<file path="src/rtl/pipe_controller.sv">
// Control unit for the 5-stage MIPS pipeline: D-stage decode, E/M/W control registers, hazard unit.
// Latency: decode and hazard outputs are combinational in D; control bits reach E/M/W after 1/2/3 cycles.
// Backpressure: stallF/stallD hold the front end while flushE inserts a bubble; a stall suppresses flushD.
module pipe_controller #(
    parameter int REGW       = 5,
    parameter int ALUCW      = 3,
    parameter int EXT_OPS    = 1,
    parameter int ENABLE_FWD = 1
) (
    input  logic             clk,
    input  logic             reset,
    input  logic [5:0]       opD,
    input  logic [5:0]       functD,
    input  logic [REGW-1:0]  rsD,
    input  logic [REGW-1:0]  rtD,
    input  logic             equalD,
    input  logic [REGW-1:0]  rsE,
    input  logic [REGW-1:0]  rtE,
    input  logic [REGW-1:0]  writeregE,
    input  logic [REGW-1:0]  writeregM,
    input  logic [REGW-1:0]  writeregW,
    output logic             pcsrcD,
    output logic             jumpD,
    output logic             illegalD,
    output logic             regdstE,
    output logic             alusrcE,
    output logic             immzextE,
    output logic [ALUCW-1:0] alucontrolE,
    output logic             regwriteE,
    output logic             regwriteM,
    output logic             regwriteW,
    output logic             memtoregE,
    output logic             memtoregM,
    output logic             memtoregW,
    output logic             memwriteM,
    output logic             forwardAD,
    output logic             forwardBD,
    output logic [1:0]       forwardAE,
    output logic [1:0]       forwardBE,
    output logic             stallF,
    output logic             stallD,
    output logic             flushE,
    output logic             flushD
);

    // Opcodes and R-type functs
    localparam logic [5:0] OP_RTYPE = 6'b000000;
    localparam logic [5:0] OP_LW    = 6'b100011;
    localparam logic [5:0] OP_SW    = 6'b101011;
    localparam logic [5:0] OP_BEQ   = 6'b000100;
    localparam logic [5:0] OP_J     = 6'b000010;
    localparam logic [5:0] OP_BNE   = 6'b000101;
    localparam logic [5:0] OP_ADDI  = 6'b001000;
    localparam logic [5:0] OP_ANDI  = 6'b001100;
    localparam logic [5:0] OP_ORI   = 6'b001101;
    localparam logic [5:0] OP_SLTI  = 6'b001010;

    localparam logic [5:0] FN_ADD = 6'b100000;
    localparam logic [5:0] FN_SUB = 6'b100010;
    localparam logic [5:0] FN_AND = 6'b100100;
    localparam logic [5:0] FN_OR  = 6'b100101;
    localparam logic [5:0] FN_SLT = 6'b101010;

    // ALU codes, zero-extended to the configured control width
    localparam logic [ALUCW-1:0] ALU_AND = ALUCW'(3'b000);
    localparam logic [ALUCW-1:0] ALU_OR  = ALUCW'(3'b001);
    localparam logic [ALUCW-1:0] ALU_ADD = ALUCW'(3'b010);
    localparam logic [ALUCW-1:0] ALU_SUB = ALUCW'(3'b110);
    localparam logic [ALUCW-1:0] ALU_SLT = ALUCW'(3'b111);

    localparam logic [REGW-1:0] REG_ZERO = '0;

    // Control bits carried into E; M and W keep only the subset they consume
    typedef struct packed {
        logic             regwrite;
        logic             memtoreg;
        logic             memwrite;
        logic             alusrc;
        logic             regdst;
        logic             immzext;
        logic [ALUCW-1:0] alucontrol;
    } ctrl_e_t;

    typedef struct packed {
        logic regwrite;
        logic memtoreg;
        logic memwrite;
    } ctrl_m_t;

    typedef struct packed {
        logic regwrite;
        logic memtoreg;
    } ctrl_w_t;

    ctrl_e_t ctrl_dec;
    logic    branch_dec;
    logic    bne_dec;
    logic    jump_dec;
    logic    illegal_dec;

    ctrl_e_t ctrl_e_d, ctrl_e_q;
    ctrl_m_t ctrl_m_d, ctrl_m_q;
    ctrl_w_t ctrl_w_d, ctrl_w_q;

    logic stall;
    logic lwstall;
    logic branchstall;

    // Register-number match that never fires on $0
    function automatic logic reg_hit(input logic [REGW-1:0] a, input logic [REGW-1:0] b);
        return (a != REG_ZERO) && (a == b);
    endfunction

    // Instruction decode for the D stage; anything unrecognised decodes to all-zero controls
    always_comb begin
        ctrl_dec    = '0;
        branch_dec  = 1'b0;
        bne_dec     = 1'b0;
        jump_dec    = 1'b0;
        illegal_dec = 1'b0;
        unique case (opD)
            OP_RTYPE: begin
                ctrl_dec.regwrite = 1'b1;
                ctrl_dec.regdst   = 1'b1;
                case (functD)
                    FN_ADD:  ctrl_dec.alucontrol = ALU_ADD;
                    FN_SUB:  ctrl_dec.alucontrol = ALU_SUB;
                    FN_AND:  ctrl_dec.alucontrol = ALU_AND;
                    FN_OR:   ctrl_dec.alucontrol = ALU_OR;
                    FN_SLT:  ctrl_dec.alucontrol = ALU_SLT;
                    default: illegal_dec = 1'b1;
                endcase
            end
            OP_LW: begin
                ctrl_dec.regwrite   = 1'b1;
                ctrl_dec.alusrc     = 1'b1;
                ctrl_dec.memtoreg   = 1'b1;
                ctrl_dec.alucontrol = ALU_ADD;
            end
            OP_SW: begin
                ctrl_dec.memwrite   = 1'b1;
                ctrl_dec.alusrc     = 1'b1;
                ctrl_dec.alucontrol = ALU_ADD;
            end
            OP_BEQ: begin
                branch_dec          = 1'b1;
                ctrl_dec.alucontrol = ALU_SUB;
            end
            OP_J: begin
                jump_dec = 1'b1;
            end
            OP_BNE: begin
                if (EXT_OPS != 0) begin
                    branch_dec          = 1'b1;
                    bne_dec             = 1'b1;
                    ctrl_dec.alucontrol = ALU_SUB;
                end else begin
                    illegal_dec = 1'b1;
                end
            end
            OP_ADDI: begin
                if (EXT_OPS != 0) begin
                    ctrl_dec.regwrite   = 1'b1;
                    ctrl_dec.alusrc     = 1'b1;
                    ctrl_dec.alucontrol = ALU_ADD;
                end else begin
                    illegal_dec = 1'b1;
                end
            end
            OP_ANDI: begin
                if (EXT_OPS != 0) begin
                    ctrl_dec.regwrite   = 1'b1;
                    ctrl_dec.alusrc     = 1'b1;
                    ctrl_dec.immzext    = 1'b1;
                    ctrl_dec.alucontrol = ALU_AND;
                end else begin
                    illegal_dec = 1'b1;
                end
            end
            OP_ORI: begin
                if (EXT_OPS != 0) begin
                    ctrl_dec.regwrite   = 1'b1;
                    ctrl_dec.alusrc     = 1'b1;
                    ctrl_dec.immzext    = 1'b1;
                    ctrl_dec.alucontrol = ALU_OR;
                end else begin
                    illegal_dec = 1'b1;
                end
            end
            OP_SLTI: begin
                if (EXT_OPS != 0) begin
                    ctrl_dec.regwrite   = 1'b1;
                    ctrl_dec.alusrc     = 1'b1;
                    ctrl_dec.alucontrol = ALU_SLT;
                end else begin
                    illegal_dec = 1'b1;
                end
            end
            default: illegal_dec = 1'b1;
        endcase
        // An illegal instruction must not leave any partial control behind
        if (illegal_dec) begin
            ctrl_dec   = '0;
            branch_dec = 1'b0;
            bne_dec    = 1'b0;
            jump_dec   = 1'b0;
        end
    end

    // Hazard detection: forwarding selects plus the stall needed in the configured mode
    always_comb begin
        forwardAE   = 2'b00;
        forwardBE   = 2'b00;
        forwardAD   = 1'b0;
        forwardBD   = 1'b0;
        lwstall     = 1'b0;
        branchstall = 1'b0;
        stall       = 1'b0;
        if (ENABLE_FWD != 0) begin
            // M holds the younger result, so it takes priority over W
            if (reg_hit(rsE, writeregM) && ctrl_m_q.regwrite) begin
                forwardAE = 2'b10;
            end else if (reg_hit(rsE, writeregW) && ctrl_w_q.regwrite) begin
                forwardAE = 2'b01;
            end
            if (reg_hit(rtE, writeregM) && ctrl_m_q.regwrite) begin
                forwardBE = 2'b10;
            end else if (reg_hit(rtE, writeregW) && ctrl_w_q.regwrite) begin
                forwardBE = 2'b01;
            end
            forwardAD = reg_hit(rsD, writeregM) && ctrl_m_q.regwrite;
            forwardBD = reg_hit(rtD, writeregM) && ctrl_m_q.regwrite;
            // Load data is not available until the end of M
            lwstall = ctrl_e_q.memtoreg && (reg_hit(rtE, rsD) || reg_hit(rtE, rtD));
            // The D comparator can only take ALUoutM, so E results and M loads must wait
            branchstall = branch_dec &&
                ((ctrl_e_q.regwrite && (reg_hit(writeregE, rsD) || reg_hit(writeregE, rtD))) ||
                 (ctrl_m_q.memtoreg && (reg_hit(writeregM, rsD) || reg_hit(writeregM, rtD))));
            stall = lwstall || branchstall;
        end else begin
            // W needs no check: the register file writes in the first half-cycle
            stall = (ctrl_e_q.regwrite && (reg_hit(rsD, writeregE) || reg_hit(rtD, writeregE))) ||
                    (ctrl_m_q.regwrite && (reg_hit(rsD, writeregM) || reg_hit(rtD, writeregM)));
        end
    end

    // Front-end control: a stall holds D, so a taken branch waits until the stall clears
    always_comb begin
        illegalD = illegal_dec;
        jumpD    = jump_dec;
        pcsrcD   = (branch_dec && !bne_dec && equalD) || (bne_dec && !equalD);
        stallF   = stall;
        stallD   = stall;
        flushE   = stall;
        flushD   = (pcsrcD || jumpD) && !stall;
    end

    // Next state of the pipeline control registers; flushE inserts a bubble into E
    always_comb begin
        ctrl_e_d = flushE ? '0 : ctrl_dec;
        ctrl_m_d = '{regwrite: ctrl_e_q.regwrite,
                     memtoreg: ctrl_e_q.memtoreg,
                     memwrite: ctrl_e_q.memwrite};
        ctrl_w_d = '{regwrite: ctrl_m_q.regwrite,
                     memtoreg: ctrl_m_q.memtoreg};
    end

    // Pipeline control registers with asynchronous active-low clear
    always_ff @(posedge clk or negedge reset) begin
        if (!reset) begin
            ctrl_e_q <= '0;
            ctrl_m_q <= '0;
            ctrl_w_q <= '0;
        end else begin
            ctrl_e_q <= ctrl_e_d;
            ctrl_m_q <= ctrl_m_d;
            ctrl_w_q <= ctrl_w_d;
        end
    end

    // Stage outputs
    always_comb begin
        regdstE     = ctrl_e_q.regdst;
        alusrcE     = ctrl_e_q.alusrc;
        immzextE    = ctrl_e_q.immzext;
        alucontrolE = ctrl_e_q.alucontrol;
        regwriteE   = ctrl_e_q.regwrite;
        memtoregE   = ctrl_e_q.memtoreg;
        regwriteM   = ctrl_m_q.regwrite;
        memtoregM   = ctrl_m_q.memtoreg;
        memwriteM   = ctrl_m_q.memwrite;
        regwriteW   = ctrl_w_q.regwrite;
        memtoregW   = ctrl_w_q.memtoreg;
    end

endmodule

</file>
<file path="config.mk">
export PLATFORM = sky130hd
export DESIGN_NAME = pipe_controller
export DESIGN_NICKNAME = d
export VERILOG_FILES = /design/src/rtl/pipe_controller.sv
export SDC_FILE = /design/constraint.sdc
export NUM_CORES = 1
export LEC_CHECK = 0
export CAP_MARGIN = 20
export CORE_ASPECT_RATIO = 0.5
export CORE_UTILIZATION = 44
export CTS_CLUSTER_DIAMETER = 30
export DETAILED_ROUTE_END_ITERATION = 10
export GPL_TIMING_DRIVEN = 0
export PLACE_DENSITY = 0.87
export RECOVER_POWER = 50
export SLEW_MARGIN = 25
export SYNTH_ARGS = -nofsm -noshare
export SYNTH_HDL_FRONTEND = slang
export SYNTH_SLANG_ARGS = --single-unit
</file>
<file path="constraint.sdc">
create_clock -name clk -period 2.7 [get_ports clk]
set_input_delay 0.405 -clock clk [delete_from_list [all_inputs] [get_ports clk]]
set_output_delay 0.405 -clock clk [all_outputs]
set_load 0.05 [all_outputs]
</file>
; Yosys cells after proc, flatten, opt, wreduce, memory -nomap -nowiden
; Cells that the tools add are included.
[op_classes]
n_reduce_logical = 50
shift = 0
n_addsub = 0
magnitude_cmp = 0
div_mod_pow = 0
mux = 22
bitwise = 0
eq_ne = 26
n_mul = 0
[op_table]
columns = cell, count
row1 = 5-bit equality test, 12
row2 = 6-bit equality test (second input constant), 7
row3 = 5-bit nonzero test, 6
row4 = 1-bit logical AND, 26
row5 = 6-bit by 4-bit equality test with 1-bit output (second input constant), 4
row6 = 9-bit two-way mux, 2
row7 = 1-bit two-way mux, 15
row8 = 3-bit case mux with 5 select lines, 1
row9 = 6-bit by 3-bit equality test with 1-bit output (second input constant), 2
row10 = 3-bit case mux with 4 select lines, 1
row11 = 6-bit OR reduction, 2
row12 = 9-bit OR reduction, 1
row13 = 1-bit logical OR, 7
row14 = 6-bit by 2-bit equality test with 1-bit output (second input constant), 1
row15 = 6-bit zero test, 1
row16 = 5-bit OR reduction, 1
row17 = 2-bit two-way mux, 2
row18 = 2-bit OR reduction, 2
row19 = 1-bit zero test, 3
row20 = 3-bit OR reduction, 1
row21 = 1-bit case mux with 2 select lines, 1
[totals]
mem_bits_rw = 0
out_inout_bits = 26
latch_bits = 0
rom_bits = 0
memories = 0
reg_bits = 14
inputBits = 50

; Longest topological paths before layout
[logic_depth]
depth_word = 11
mapped_depth = 7
depth_no_buf = 5

; Worst setup path before layout
; OpenSTA, ideal clock, no wires.
[synth_timing]
path_kind = input port to output port
from = input port writeregM[2]
to = output port forwardAE[0]
path_slack_ps = -827
arrival_ps = 3122
required_ps = 2295
path_stages = 5
path_cell_list = clkbuf_1 xnor2_1 nand4_1 nor4_1 nor4_1
[synth_via]
elab_chain_len = 4
[synth_lines]
columns = item, line
row1 = start: declaration, 20  ; input logic [REGW-1:0] writeregM,
row2 = 5-bit equality test, 111  ; return (a != REG_ZERO) && (a == b);
row3 = 1-bit logical AND, 111
row4 = 1-bit logical AND, 221  ; if (reg_hit(rsE, writeregM) && ctrl_m_q.regwrite) begin
row5 = 2-bit two-way mux, 221
row6 = end: declaration, 38  ; output logic [1:0] forwardAE,
; No other way between the ends.

; Worst setup path in the final report
[layout_timing]
from = input port rtD[1]
to = output port stallD
[layout_via]
elab_chain_len = 7
word_cells_on_any_way = 15
[layout_lines]
columns = item, line
row1 = start: declaration, 15  ; input logic [REGW-1:0] rtD,
row2 = 5-bit equality test, 111
row3 = 1-bit logical AND, 111
row4 = 1-bit logical OR (on tied branches), "237, 238"
row5 = 1-bit logical AND (on tied branches), "237, 238"
row6 = 1-bit logical OR, 237  ; ((ctrl_e_q.regwrite && (reg_hit(writeregE, rsD) || reg_hit(writeregE, rtD))) ||
row7 = 1-bit logical AND, 236  ; branchstall = branch_dec &&
row8 = 1-bit logical OR *, 239  ; stall = lwstall || branchstall;
row9 = end: declaration, 41  ; output logic stallD,
; Mark *: on every way between the ends. The rest lies on a longest branch, timed or not.

==> impl_metrics.py <==
metrics = {
    "run_status": {
        "status": "finished, violations left",
        "violations": "DRC",
    },
    "yosys": {
        "ys_async_sr_fraction_pct": 100,
        "yosysSeqAreaShare_pct": 23.3,
        "synth_top_area_share_pct": 23.3,
        "synth-warning-count": 0,
        "ys_ff_latch": 14,
        "mappedNetlistArea_sq_um": 1510,
        "synthesis.nets": 234,
        "ys_types": 38,
        "synth-edff-count": 0,
        "syn_inst": 184,
        "post_synth.cell_area_avg_sq_um": 8.19,
        "synth_area_leaders": "dfrtp_1, xor2_1, xnor2_1",
        "synth-main-ff-cell": "dfrtp_1",
        "synth_largest_area_cell": "dfrtp_1",
        "synth.most_common_cell": "xor2_1",
        "ys_top_cells_by_count": "xor2_1, xnor2_1, nor2_1",
    },
    "drt": {
        "wl_um": 4150,
        "via_per_inst": 5.43,
        "first_pass_iters": 7,
        "drt-initial-drc-count": 47,
        "via_count": 1586,
        "wl_per_cell_um": 14.2,
        "post-route-drc-count": 2,
        "ant_nets": 0,
    },
    "place": {
        "dpl.hpwl_um": 3390,
        "dp_cells": 287,
        "gp_congestion": 0.866,
        "io_buffers": 63,
        "pre_cts_ws_ns": -0.922,
        "dpl_cell_area_sq_um": 2230,
    },
    "pwr": {
        "powerDensity_nw_per_um2": 274,
        "peakVddDrop_v": 0.000157,
        "leakage_nw": 1.00,
    },
    "setup_path": {
        "start_kind": "input port",
        "cp_max_fo": 4,
        "crit_type": "input port to output port",
        "critPathCaptureType": "output port",
        "required_ns": 2.30,
        "worstPathArrival_ns": 2.22,
    },
    "flow_run": {
        "max-cap-violations": 0,
    },
    "floorplanning": {
        "die_width_um": 84.8,
        "core-area_sq_um": 3140,
        "initial_core_util_pct": 48.0,
        "io_pins": 76,
        "die_h_um": 43.4,
        "die_area_sq_um": 3680,
        "row_count": 14,
    },
    "cts": {
        "clock-sinks": 14,
        "cts_root_buf": "clkbuf_8",
        "clock_path_buffers": 2,
        "cts-htree-levels": 1,
        "cts_made_buffers": 3,
        "holdBufCountCts": 0,
        "cts_tree": "built",
        "clk_pin_slew_ns": 0.05,
        "clk-insertion-delay-late_ns": 0.23,
    },
    "global_routing": {
        "grt_pass1_wl_um": 6720,
        "grt_max_degree": 15,
        "grt_use_total_pct": 23.0,
        "grt_antenna_before_repair": 0,
        "grt_remaining_overflow": 0,
        "first_global_vias": 1465,
    },
    "sta": {
        "finalCritPeriodShare_pct": 97.3,
        "slew_violations": 0,
        "setup_ws_ns": 0.0736,
        "relSlewSlack_pct": 60.1,
        "tns_ns": 0,
        "fin_hold_ws_ns": 0.346,
        "tightest_slew_ns": 0.596,
        "hold_viol_final": 0,
        "fmax_ghz": 0.381,
        "clock_skew_ns": 0.000250,
        "period_needed_ns": 2.63,
        "setup_violations": 0,
    },
    "final_layout": {
        "fin_area_sq_um": 2330,
        "num-fill-cells": 237,
        "drive_above_1_share_pct": 17.5,
        "areaGrowthSynthToFinish_pct": 54.9,
        "antenna_cells": 0,
        "stdcell_count": 292,
        "final_nets": 304,
    },
    "hold_path": {
        "worstHoldPathType": "register to register",
    },
}
==> final cells by class <==
cell class | instances | area [sq um] | area share [%]
Timing Repair Buffer | 65 | 631 | 27.0
Buffer | 19 | 120 | 5.15
Multi-Input combinational cell | 148 | 1130 | 48.4
Sequential cell | 14 | 350 | 15.0
Clock buffer | 3 | 41.3 | 1.77
Tap cell | 40 | 50.0 | 2.14
Inverter | 3 | 11.3 | 0.483
==> power breakdown <==
group          internal (mW)  leakage, nW  total, mW  switching, mW
clock                 0.0977       0.0216      0.157         0.0588
sequential             0.215        0.193      0.218        0.00343
combinational          0.123        0.788      0.264          0.141
total                  0.436         1.00      0.639          0.203
==> cells by family after synthesis <==
logic type	share of synthesized area, %
multiplexers	0.664
flip-flops	23.3
buffers and inverters	8.72
AO/OA/AOI/OAI	10.1
XOR/XNOR	29.7
AND/OR/NAND/NOR	27.7
==> cells in the final DEF, fill, tap and decap left out, types with 4 or more instances in the layout <==
cell	count
dlygate4sd2_1	10
xnor2_1	21
nand4_1	5
dlygate4sd3_1	8
clkdlybuf4s50_1	32
xor2_1	30
dlymetal6s2s_1	7
nor3_1	9
buf_2	6
dfrtp_1	14
nand3_1	8
a21oi_1	4
buf_4	9
o21ai_0	6
nand2_1	7
nor2_1	17
or4_1	4
==> layer usage <==
metal	global-route usage, %	up-vias	routed length, um
met5	0	-	0
met4	4.75	0	33
met3	1.71	4	167
met2	42.9	54	2070
met1	30.3	755	1880
li1	-	773	-
==> stage by stage <==
stage / utilization [%] / total power, mW
3_5_place_dp: 71.0 / 0.478
2_1_floorplan: - / 0.364
4_1_cts: 72.4 / 0.636
6_report: 74.4 / 0.639
5_1_grt: 74.4 / 0.678
3_3_place_gp: 71.0 / 0.472
==> worst paths after layout <==
check | startpoint | to | slack (ns) | depth (start not counted)
min in group asynchronous | reset | regwriteM | 0.62 | 1
min | ctrl_e_q[6] | memwriteM | 0.35 | 0
max reg2reg | regwriteE | alusrcE | 1.55 | 4
max in group asynchronous | reset | regwriteW | 1.70 | 1
min reg2reg | ctrl_e_q[6] | memwriteM | 0.35 | 0
max | rtD[1] | stallD | 0.07 | 8
==> worst max-delay path, cell delays in order <==
cell             delay, ns
clkdlybuf4s50_1       0.59
xor2_1                0.18
nor3_1                0.08
a22oi_2               0.22
o32ai_4               0.15
or2_4                 0.28
buf_4                 0.14
buf_4                 0.18
==> state kept, by name (all words and copies together), names as in the netlist <==
register / cells
regwriteE: 1
alusrcE: 1
regdstE: 1
regwriteM: 1
alucontrolE: 3
regwriteW: 1
memwriteM: 1
memtoregE: 1
memtoregW: 1
ctrl_e_q: 1
memtoregM: 1
immzextE: 1
==> what timing repair did <==
action / CTS / global route
gates resized for setup: 43 / 19
endpoints found under the setup margin: 12 / 6
pin swaps: 4 / 1
setup buffers: 2 / 0
Power figures use the tool's default switching activity.
